--- src/rtl/alu_word_sequencer_if.sv ---
// Bundles the signals of the word sequencer. The sequencer uses the slave
// modport. The master modport is for its environment: the CPU
// microsequencer, which drives start/operands, and the shared 8-bit ALU,
// which drives alu_y/alu_cy/alu_v.
//   start/cmd/opa/opb/c_in : request from the microsequencer
//   busy/done/result/flags : status and word result back to it
//   alu_a/b/op/c/dec_*     : ALU input drive while busy
//   alu_y/alu_cy/alu_v     : ALU result returned each pass
interface alu_word_sequencer_if;
    logic        start;
    logic [2:0]  cmd;
    logic [15:0] opa;
    logic [15:0] opb;
    logic        c_in;
    logic        busy;
    logic        done;
    logic [15:0] result;
    logic        n_out;
    logic        z_out;
    logic        c_out;
    logic        v_out;
    logic [7:0]  alu_a;
    logic [7:0]  alu_b;
    logic [2:0]  alu_op;
    logic        alu_c;
    logic        alu_dec_add;
    logic        alu_dec_sub;
    logic [7:0]  alu_y;
    logic        alu_cy;
    logic        alu_v;

    modport master (
        output start, cmd, opa, opb, c_in, alu_y, alu_cy, alu_v,
        input  busy, done, result, n_out, z_out, c_out, v_out,
               alu_a, alu_b, alu_op, alu_c, alu_dec_add, alu_dec_sub
    );

    modport slave (
        input  start, cmd, opa, opb, c_in, alu_y, alu_cy, alu_v,
        output busy, done, result, n_out, z_out, c_out, v_out,
               alu_a, alu_b, alu_op, alu_c, alu_dec_add, alu_dec_sub
    );
endinterface

--- src/rtl/alu_word_sequencer.sv ---
// alu_word_sequencer: performs 16-bit word operations (INW, DEW, ASW, ROW,
// ADW, LSRW, RORW) on a shared 8-bit ALU in two byte passes. The carry is
// chained between the passes, and word-wide N/Z/C/V are produced.
// Ports:
//   clk    : system clock, rising edge
//   reset  : asynchronous active-high reset
//   ready  : global CPU ready; 0 freezes state, latches and outputs
//   bus    : slave side of alu_word_sequencer_if (request, result, ALU drive)
`ifndef kALU_ADC
`define kALU_ADC 3'd0
`endif
`ifndef kALU_SHL
`define kALU_SHL 3'd1
`endif
`ifndef kALU_SHR
`define kALU_SHR 3'd2
`endif

module alu_word_sequencer #(
    parameter logic [2:0] OP_ADC = `kALU_ADC,
    parameter logic [2:0] OP_SHL = `kALU_SHL,
    parameter logic [2:0] OP_SHR = `kALU_SHR
) (
    input  logic                       clk,
    input  logic                       reset,
    input  logic                       ready,
    alu_word_sequencer_if.slave        bus
);
    typedef enum logic [1:0] {IDLE, FIRST, SECOND, DONE} state_t;

    localparam logic [2:0] CMD_INW  = 3'd0;
    localparam logic [2:0] CMD_DEW  = 3'd1;
    localparam logic [2:0] CMD_ASW  = 3'd2;
    localparam logic [2:0] CMD_ROW  = 3'd3;
    localparam logic [2:0] CMD_ADW  = 3'd4;
    localparam logic [2:0] CMD_LSRW = 3'd5;
    localparam logic [2:0] CMD_RORW = 3'd6;

    state_t      state_q, state_d;
    logic [15:0] opa_q, opb_q;
    logic [2:0]  cmd_q;
    logic        cin_q;
    logic [7:0]  first_q;   // result byte from the first pass
    logic        chain_q;   // carry handed from first to second pass
    logic [15:0] result_q;
    logic        n_q, z_q, c_q, v_q;

    logic        hi_first, use_hi, rsv;
    logic [7:0]  a_byte, b_byte;
    logic [7:0]  alu_a, alu_b;
    logic [2:0]  alu_op;
    logic        alu_c, c_first;
    logic [15:0] word_d;

    always_comb begin
        state_d  = state_q;
        alu_a    = 8'h00;
        alu_b    = 8'h00;
        alu_op   = 3'd0;
        alu_c    = 1'b0;
        c_first  = 1'b0;
        rsv      = (cmd_q == 3'd7);
        hi_first = (cmd_q == CMD_LSRW) || (cmd_q == CMD_RORW);
        // Right shifts start at the high byte; the second pass takes the other byte.
        use_hi   = hi_first ^ (state_q == SECOND);
        a_byte   = use_hi ? opa_q[15:8] : opa_q[7:0];
        b_byte   = use_hi ? opb_q[15:8] : opb_q[7:0];

        unique case (state_q)
            IDLE:    if (bus.start) state_d = FIRST;
            FIRST:   state_d = SECOND;
            SECOND:  state_d = DONE;
            default: state_d = IDLE;
        endcase

        if (state_q == FIRST || state_q == SECOND) begin
            case (cmd_q)
                CMD_INW:  begin alu_a = a_byte; alu_op = OP_ADC; c_first = 1'b1;  end
                CMD_DEW:  begin alu_a = a_byte; alu_b = 8'hFF; alu_op = OP_ADC; end
                CMD_ASW:  begin alu_a = a_byte; alu_op = OP_SHL; end
                CMD_ROW:  begin alu_a = a_byte; alu_op = OP_SHL; c_first = cin_q; end
                CMD_ADW:  begin alu_a = a_byte; alu_b = b_byte; alu_op = OP_ADC; c_first = cin_q; end
                CMD_LSRW: begin alu_a = a_byte; alu_op = OP_SHR; end
                CMD_RORW: begin alu_a = a_byte; alu_op = OP_SHR; c_first = cin_q; end
                default:  alu_op = OP_ADC;   // reserved: idle the ALU, pass opa through
            endcase
            if (!rsv) alu_c = (state_q == SECOND) ? chain_q : c_first;
        end

        if (rsv)           word_d = opa_q;
        else if (hi_first) word_d = {first_q, bus.alu_y};
        else               word_d = {bus.alu_y, first_q};
    end

    always_ff @(posedge clk or posedge reset) begin
        if (reset) begin
            state_q  <= IDLE;
            opa_q    <= '0;
            opb_q    <= '0;
            cmd_q    <= '0;
            cin_q    <= 1'b0;
            first_q  <= '0;
            chain_q  <= 1'b0;
            result_q <= '0;
            n_q      <= 1'b0;
            z_q      <= 1'b0;
            c_q      <= 1'b0;
            v_q      <= 1'b0;
        end else if (ready) begin
            state_q <= state_d;
            case (state_q)
                IDLE: if (bus.start) begin
                    opa_q <= bus.opa;
                    opb_q <= bus.opb;
                    cmd_q <= bus.cmd;
                    cin_q <= bus.c_in;
                end
                FIRST: begin
                    first_q <= bus.alu_y;
                    chain_q <= bus.alu_cy;
                end
                SECOND: begin
                    // Result is published whole so it never shows a half-updated word.
                    result_q <= word_d;
                    n_q      <= word_d[15];
                    z_q      <= (word_d == 16'h0000);
                    c_q      <= rsv ? cin_q : bus.alu_cy;
                    v_q      <= (cmd_q == CMD_ADW) ? bus.alu_v : 1'b0;
                end
                default: ;
            endcase
        end
    end

    assign bus.busy        = (state_q != IDLE);
    assign bus.done        = (state_q == DONE);
    assign bus.result      = result_q;
    assign bus.n_out       = n_q;
    assign bus.z_out       = z_q;
    assign bus.c_out       = c_q;
    assign bus.v_out       = v_q;
    assign bus.alu_a       = alu_a;
    assign bus.alu_b       = alu_b;
    assign bus.alu_op      = alu_op;
    assign bus.alu_c       = alu_c;
    assign bus.alu_dec_add = 1'b0;
    assign bus.alu_dec_sub = 1'b0;
endmodule

--- src/flat_wrapper.sv ---
// flat-port wrapper written by rule: the top's interface ports become plain ports
module alu_word_sequencer_flat 
#(
    parameter logic [2:0] OP_ADC = `kALU_ADC,
    parameter logic [2:0] OP_SHL = `kALU_SHL,
    parameter logic [2:0] OP_SHR = `kALU_SHR
)
  (clk, reset, ready, bus_start, bus_cmd, bus_opa, bus_opb, bus_c_in, bus_alu_y, bus_alu_cy, bus_alu_v, bus_busy, bus_done, bus_result, bus_n_out, bus_z_out, bus_c_out, bus_v_out, bus_alu_a, bus_alu_b, bus_alu_op, bus_alu_c, bus_alu_dec_add, bus_alu_dec_sub);
  alu_word_sequencer_if bus_i ();
  input  logic clk;
  input  logic reset;
  input  logic ready;
  input wire logic [$bits(bus_i.start)-1:0] bus_start;
  input wire logic [$bits(bus_i.cmd)-1:0] bus_cmd;
  input wire logic [$bits(bus_i.opa)-1:0] bus_opa;
  input wire logic [$bits(bus_i.opb)-1:0] bus_opb;
  input wire logic [$bits(bus_i.c_in)-1:0] bus_c_in;
  input wire logic [$bits(bus_i.alu_y)-1:0] bus_alu_y;
  input wire logic [$bits(bus_i.alu_cy)-1:0] bus_alu_cy;
  input wire logic [$bits(bus_i.alu_v)-1:0] bus_alu_v;
  output wire logic [$bits(bus_i.busy)-1:0] bus_busy;
  output wire logic [$bits(bus_i.done)-1:0] bus_done;
  output wire logic [$bits(bus_i.result)-1:0] bus_result;
  output wire logic [$bits(bus_i.n_out)-1:0] bus_n_out;
  output wire logic [$bits(bus_i.z_out)-1:0] bus_z_out;
  output wire logic [$bits(bus_i.c_out)-1:0] bus_c_out;
  output wire logic [$bits(bus_i.v_out)-1:0] bus_v_out;
  output wire logic [$bits(bus_i.alu_a)-1:0] bus_alu_a;
  output wire logic [$bits(bus_i.alu_b)-1:0] bus_alu_b;
  output wire logic [$bits(bus_i.alu_op)-1:0] bus_alu_op;
  output wire logic [$bits(bus_i.alu_c)-1:0] bus_alu_c;
  output wire logic [$bits(bus_i.alu_dec_add)-1:0] bus_alu_dec_add;
  output wire logic [$bits(bus_i.alu_dec_sub)-1:0] bus_alu_dec_sub;
  assign bus_i.start = bus_start;
  assign bus_i.cmd = bus_cmd;
  assign bus_i.opa = bus_opa;
  assign bus_i.opb = bus_opb;
  assign bus_i.c_in = bus_c_in;
  assign bus_i.alu_y = bus_alu_y;
  assign bus_i.alu_cy = bus_alu_cy;
  assign bus_i.alu_v = bus_alu_v;
  assign bus_busy = bus_i.busy;
  assign bus_done = bus_i.done;
  assign bus_result = bus_i.result;
  assign bus_n_out = bus_i.n_out;
  assign bus_z_out = bus_i.z_out;
  assign bus_c_out = bus_i.c_out;
  assign bus_v_out = bus_i.v_out;
  assign bus_alu_a = bus_i.alu_a;
  assign bus_alu_b = bus_i.alu_b;
  assign bus_alu_op = bus_i.alu_op;
  assign bus_alu_c = bus_i.alu_c;
  assign bus_alu_dec_add = bus_i.alu_dec_add;
  assign bus_alu_dec_sub = bus_i.alu_dec_sub;
  alu_word_sequencer #(.OP_ADC(OP_ADC), .OP_SHL(OP_SHL), .OP_SHR(OP_SHR)) u_core (.clk(clk), .reset(reset), .ready(ready), .bus(bus_i));
endmodule
--- config.mk ---
export PLATFORM = sky130hd
export DESIGN_NAME = alu_word_sequencer_flat
export DESIGN_NICKNAME = d
export VERILOG_FILES = /design/src/rtl/alu_word_sequencer_if.sv /design/src/rtl/alu_word_sequencer.sv /design/src/flat_wrapper.sv
export SDC_FILE = /design/constraint.sdc
export NUM_CORES = 1
export LEC_CHECK = 0
export BUFFER_PORTS_ARGS = -buffer_cell sky130_fd_sc_hd__buf_2
export CAP_MARGIN = 40
export CELL_PAD_IN_SITES_DETAIL_PLACEMENT = 0
export CELL_PAD_IN_SITES_GLOBAL_PLACEMENT = 2
export CORE_MARGIN = 4
export CORE_UTILIZATION = 36
export DETAILED_ROUTE_END_ITERATION = 8
export GPL_TIMING_DRIVEN = 0
export PLACE_DENSITY = 0.95
export SETUP_SLACK_MARGIN = 0.1
export SLEW_MARGIN = 0
export SYNTH_ARGS = -nofsm -noshare
export SYNTH_HDL_FRONTEND = slang
export SYNTH_SLANG_ARGS = --single-unit
--- constraint.sdc ---
create_clock -name clk -period 3.7 [get_ports clk]
set_input_delay 0.37 -clock clk [delete_from_list [all_inputs] [get_ports clk]]
set_output_delay 0.37 -clock clk [all_outputs]
set_load 0.02 [all_outputs]
* Word level (Yosys, flattened, before mapping)
Index checks and enable logic that the tools add are counted.
Word-level totals: bits in writable memories 0, register bits 67, ROM bits 0, memories 0, word-level logic and storage cells 56, bits in latches 0, output and inout port bits 44, bits of input ports 50
Cells by class: order comparisons 0, $mul 0, add/subtract/negate cells 0, reduce and logical (&&, ||, !) cells 14, div/mod/pow operators 0, bitwise logic cells 1, shift-type cells 0, multiplexer cells 18, equality and inequality tests 11
Operators by type and width (count):
- $mux W8 | 5
- $mux W16 | 2
- $logic_not A16 Y1 | 1
- $pmux W8 S2 | 1
- $eq A3 B3 Y1 const B | 4
- $reduce_or A7 Y1 | 1
- $eq A3 B2 Y1 const B | 2
- $pmux W2 S3 | 1
- $reduce_and A2 Y1 | 3
- $mux W1 | 5
- $eq A2 B2 Y1 const B | 2
- $pmux W2 S2 | 1
- $reduce_or A2 Y1 | 2
- $eq A3 B1 Y1 const B | 1
- $logic_not A3 Y1 | 1
- $mux W3 | 1
- $reduce_and A3 Y1 | 1
- $reduce_or A3 Y1 | 1
- $eq A2 B1 Y1 const B | 1
- $logic_not A2 Y1 | 1
- $logic_or A1 B1 Y1 | 2
- $mux W2 | 1
- $ne A2 B2 Y1 const B | 1
- $pmux W1 S2 | 1
- 2 further kinds | 2

* Depth between registers and ports, before layout
word-level depth 6, gate-level depth with buffers 8, depth with buffers taken out 7

* Worst setup path before layout
No wires, ideal clock.
kind reg-to-output, from register u_core.state_q[0], to output bus_alu_a[0], data required time 3.330 ns, buffers on the path 2, path slack 1.446 ns, arrival 1.884 ns, cell stages (with the launch flop) 8, cells stage by stage dfrtp_1 inv_1 ha_1 clkbuf_1 a21boi_1 clkbuf_2 o21ai_0 a21oi_1
Between the ends: longest elaborated chain between the ends 5, elaborated cells on any way between the ends 7, those cells by class eq/ne (2); mux (3); bitwise (1); reduce/logical (1)
Ends and longest elaborated chain:
- from (decl) | line alu_word_sequencer.sv:39 | state_t state_q, state_d;
- from (signal assigned) | line alu_word_sequencer.sv:110 | state_q <= state_d;
- $eq A2 B2 Y1 | line alu_word_sequencer.sv:65, alu_word_sequencer.sv:76
- $xor A1 B1 Y1 | line alu_word_sequencer.sv:65 | use_hi = hi_first ^ (state_q == SECOND);
- $mux W8 | line alu_word_sequencer.sv:66 | a_byte = use_hi ? opa_q[15:8] : opa_q[7:0];
- $mux W8 | line alu_word_sequencer.sv:77 | case (cmd_q)
- $mux W8 (*) | line alu_word_sequencer.sv:76 | if (state_q == FIRST || state_q == SECOND) begin
- to (decl) | line flat_wrapper.sv:28 | output wire logic [$bits(bus_i.alu_a)-1:0] bus_alu_a;
Mark *: on every way between the ends. The rest lies on a longest branch, timed or not.

* Worst setup path in the final report
from register u_core.state_q[0], to output bus_alu_b[5]
Between the ends: longest elaborated chain between the ends 5, elaborated cells on any way between the ends 7, those cells by class eq/ne (2); mux (3); bitwise (1); reduce/logical (1)
Ends and longest elaborated chain:
- $eq A2 B2 Y1 | line alu_word_sequencer.sv:65, alu_word_sequencer.sv:76
- $xor A1 B1 Y1 | line alu_word_sequencer.sv:65
- $mux W8 | line alu_word_sequencer.sv:67 | b_byte = use_hi ? opb_q[15:8] : opb_q[7:0];
- $pmux W8 S2 | line alu_word_sequencer.sv:77
- $mux W8 (*) | line alu_word_sequencer.sv:76
- to (decl) | line flat_wrapper.sv:29 | output wire logic [$bits(bus_i.alu_b)-1:0] bus_alu_b;
Marked as above.

==> results_dict.tcl <==
set metrics [dict create \
    worst_pin_slew_ps 667 \
    fin_crit_sh 0.849 \
    drive_above_1_share 0.419 \
    path_buf_inv 4 \
    drcViolationCount 0 \
    syn_area_sq_um 3550 \
    worstPathCellList "inv_1 -> ha_1 -> clkbuf_1 -> a21boi_1 -> clkbuf_2 -> o21ai_0 -> a21oi_1 -> o21a_1 -> buf_2" \
    numCtsBuffers 9 \
    worstPathRequired_ps 3330 \
    cts_resized 0 \
    rsz0062_at_grt "no" \
    max_slew_margin 0.554 \
    clock.fmax_ghz 0.318 \
    syn_area_per_cell_sq_um 10.8 \
    dieArea_sq_um 11500 \
    setup_ws_ps 559 \
    critPathLaunchType "register" \
    vias 2878 \
    diodes 0 \
    synth_edf_count 0 \
    grt_pass1_wl_mm 15.3 \
    grt_antenna_before_repair 0 \
    period_needed_ps 3140 \
    grt_util_met3 0.0336 \
    arrival_ps 2770 \
    yosys_warnings 0 \
    leakagePower_nw 2.06 \
    grt_pass1_vias 2998 \
    dpl_worst_slack_ps 930 \
    rows 35 \
    core_area_sq_um 9420 \
    peakVddDrop_mv 0.314 \
    drv_cap 0 \
    firstDrtPassIters 5 \
    async_flop_share 1.00 \
    grt_usage 0.170 \
    hold_viol_final 0 \
    crit_type "register to output port" \
    fillers 912 \
    wl_per_cell_microns 16.4 \
    synth_cell_type_count 39 \
    p_per_area_nw_per_um2 987 \
    area_growth_pct 24.6 \
    hp-class "primary input to async pin" \
    drtIter0Drc 108 \
    max_stage_delay_ps 610 \
    die_w_microns 107 \
    finish.net_count 488 \
    tritoncts "yes" \
    synth_seq_cells 66 \
    grtUsageMet1 0.235 \
    fin_skew_ps 6.83 \
    die-height_microns 107 \
    clockBufferDepth 2 \
    dp_hpwl_mm 7.22 \
    clock-root-buffer "clkbuf_8" \
    slew_viol_final 0 \
    final_util 0.470 \
    hold_buffers 0 \
    crit_path_max_fanout 10 \
    fin_tns_setup_ps 0 \
    io_buffer_count 90 \
    yosysSeqAreaShare 0.465 \
    routed_wl_mm 9.34 \
    post_cts_buffers 0 \
    h-tree-depth 3 \
    cts.sinks 66 \
    cpLargestDelayFamily "compound AO/OA/AOI/OAI gates" \
    critPathSlowestCell "a21boi_1" \
    clkLatencyLatePin_ps 340 \
    start_util 0.377 \
    synth_cells 329 \
    io_pins 94 \
    ant_nets 0 \
    gr-total-overflow 0 \
    place_congestion 0.803 \
    grt_max_degree 40 \
    critPathCaptureType "output port" \
    use_met2 0.270 \
    ys.flop_type "dfrtp_1" \
    outcome "completed" \
    busiest_layer "met2" \
    vias_per_cell 5.07 \
    setup_violations 0 \
    clk_transition_reported_paths_ps 70 \
]
## worst register-to-register path, stage by stage, from the launching register on
cell	delay [ps]
dfrtp_1	380
inv_1	80
ha_1	230
nand3_1	330
clkbuf_1	510
mux2_2	400
## kinds of logic after synthesis
family / after synthesis / synth area share
AO/OA/AOI/OAI: 88 / 0.151
multiplexers: 62 / 0.196
flip-flops: 66 / 0.465
other: 1 / 0.00106
buffers and inverters: 33 / 0.0522
XOR/XNOR: 2 / 0.00494
AND/OR/NAND/NOR: 73 / 0.116
adder cells (fa/ha/maj): 4 / 0.0141
## synthesized netlist by cell type (6+ instances only)
cell	count	area, sq um
mux2_2	56	631
nand3_1	11	55.1
buf_4	6	45.0
dfrtp_1	66	1650
clkbuf_1	10	37.5
o221ai_1	11	96.3
o21ai_0	35	175
o21a_1	8	60.1
a21oi_1	22	110
nand2_1	34	128
nand4bb_1	7	78.8
inv_1	6	22.5
nor2_1	6	22.5
## layer usage
| metal | share of wire | vias up |
|---|---|---|
| li1 | - | 1413 |
| met1 | 0.47 | 1383 |
| met2 | 0.48 | 73 |
| met3 | 0.043 | 9 |
| met4 | 0.012 | 0 |
| met5 | 0 | - |
## placed cells by master (no fill, tap or decap), types with 5 or more instances in the layout
master     Yosys  routed
nand2_1       34      34
dfrtp_1       66      66
nor2_1         6       6
a21oi_1       22      22
clkbuf_1      10      11
clkbuf_8       0      11
o221ai_1      11      11
o21a_1         8       8
buf_2          5      96
o21ai_0       35      35
nand4bb_1      7       7
mux2_2        56      56
inv_1          6       5
nand3_1       11      11
buf_4          6       6
## cell type report
| type | count | area [sq um] | area share |
|---|---|---|---|
| Buffer | 27 | 163 | 0.0368 |
| Clock buffer | 12 | 155 | 0.0351 |
| Clock inverter | 4 | 73.8 | 0.0167 |
| Inverter | 6 | 22.5 | 0.00509 |
| Multi-Input combinational cell | 232 | 1720 | 0.389 |
| Sequential cell | 66 | 1650 | 0.373 |
| Tap cell | 129 | 161 | 0.0365 |
| Timing Repair Buffer | 92 | 475 | 0.107 |
## final timing paths
kind / from / to / slack [ps] / cells past startpoint
setup / recovery: u_core.state_q[0] / bus_alu_b[5] / 560 / 9
hold / removal: reset / u_core.state_q[0] / 90 / 2
setup reg to reg: u_core.state_q[0] / u_core.opa_q[4] / 1650 / 5
hold reg to reg: u_core.bus.c_out / u_core.bus.c_out / 470 / 2
max in group asynchronous: reset / u_core.opa_q[7] / 2990 / 3
min in group clk: bus_opa[0] / u_core.opa_q[0] / 250 / 2
## state kept, by name, summed over array words and instances, names as in the netlist, 2 cells and up
signal	count
u_core.first_q	8
u_core.opa_q	16
u_core.cmd_q	3
u_core.bus.result	15
u_core.opb_q	16
u_core.state_q	2
## metrics by stage
| stage | hold slack [ps] | power (W) | instance area [sq um] | std cells |
|---|---|---|---|---|
| after floorplan | 465 | 0.00297 | 3560 | 331 |
| after global placement | 464 | 0.00363 | 4170 | 550 |
| after detailed placement | 467 | 0.00369 | 4190 | 552 |
| after global routing | 153 | 0.00471 | 4420 | 568 |
| final | 93.6 | 0.00436 | 4420 | 568 |
| after CTS | 114 | 0.00439 | 4420 | 568 |
## power by group
| group | switching, W | internal [W] | leakage (nW) |
|---|---|---|---|
| Combinational | 0.00139 | 0.000968 | 1.14 |
| Clock | 0.000276 | 0.000417 | 0.117 |
| Sequential | 0.000239 | 0.00108 | 0.799 |
No activity file was read; power rests on OpenSTA's default activity.
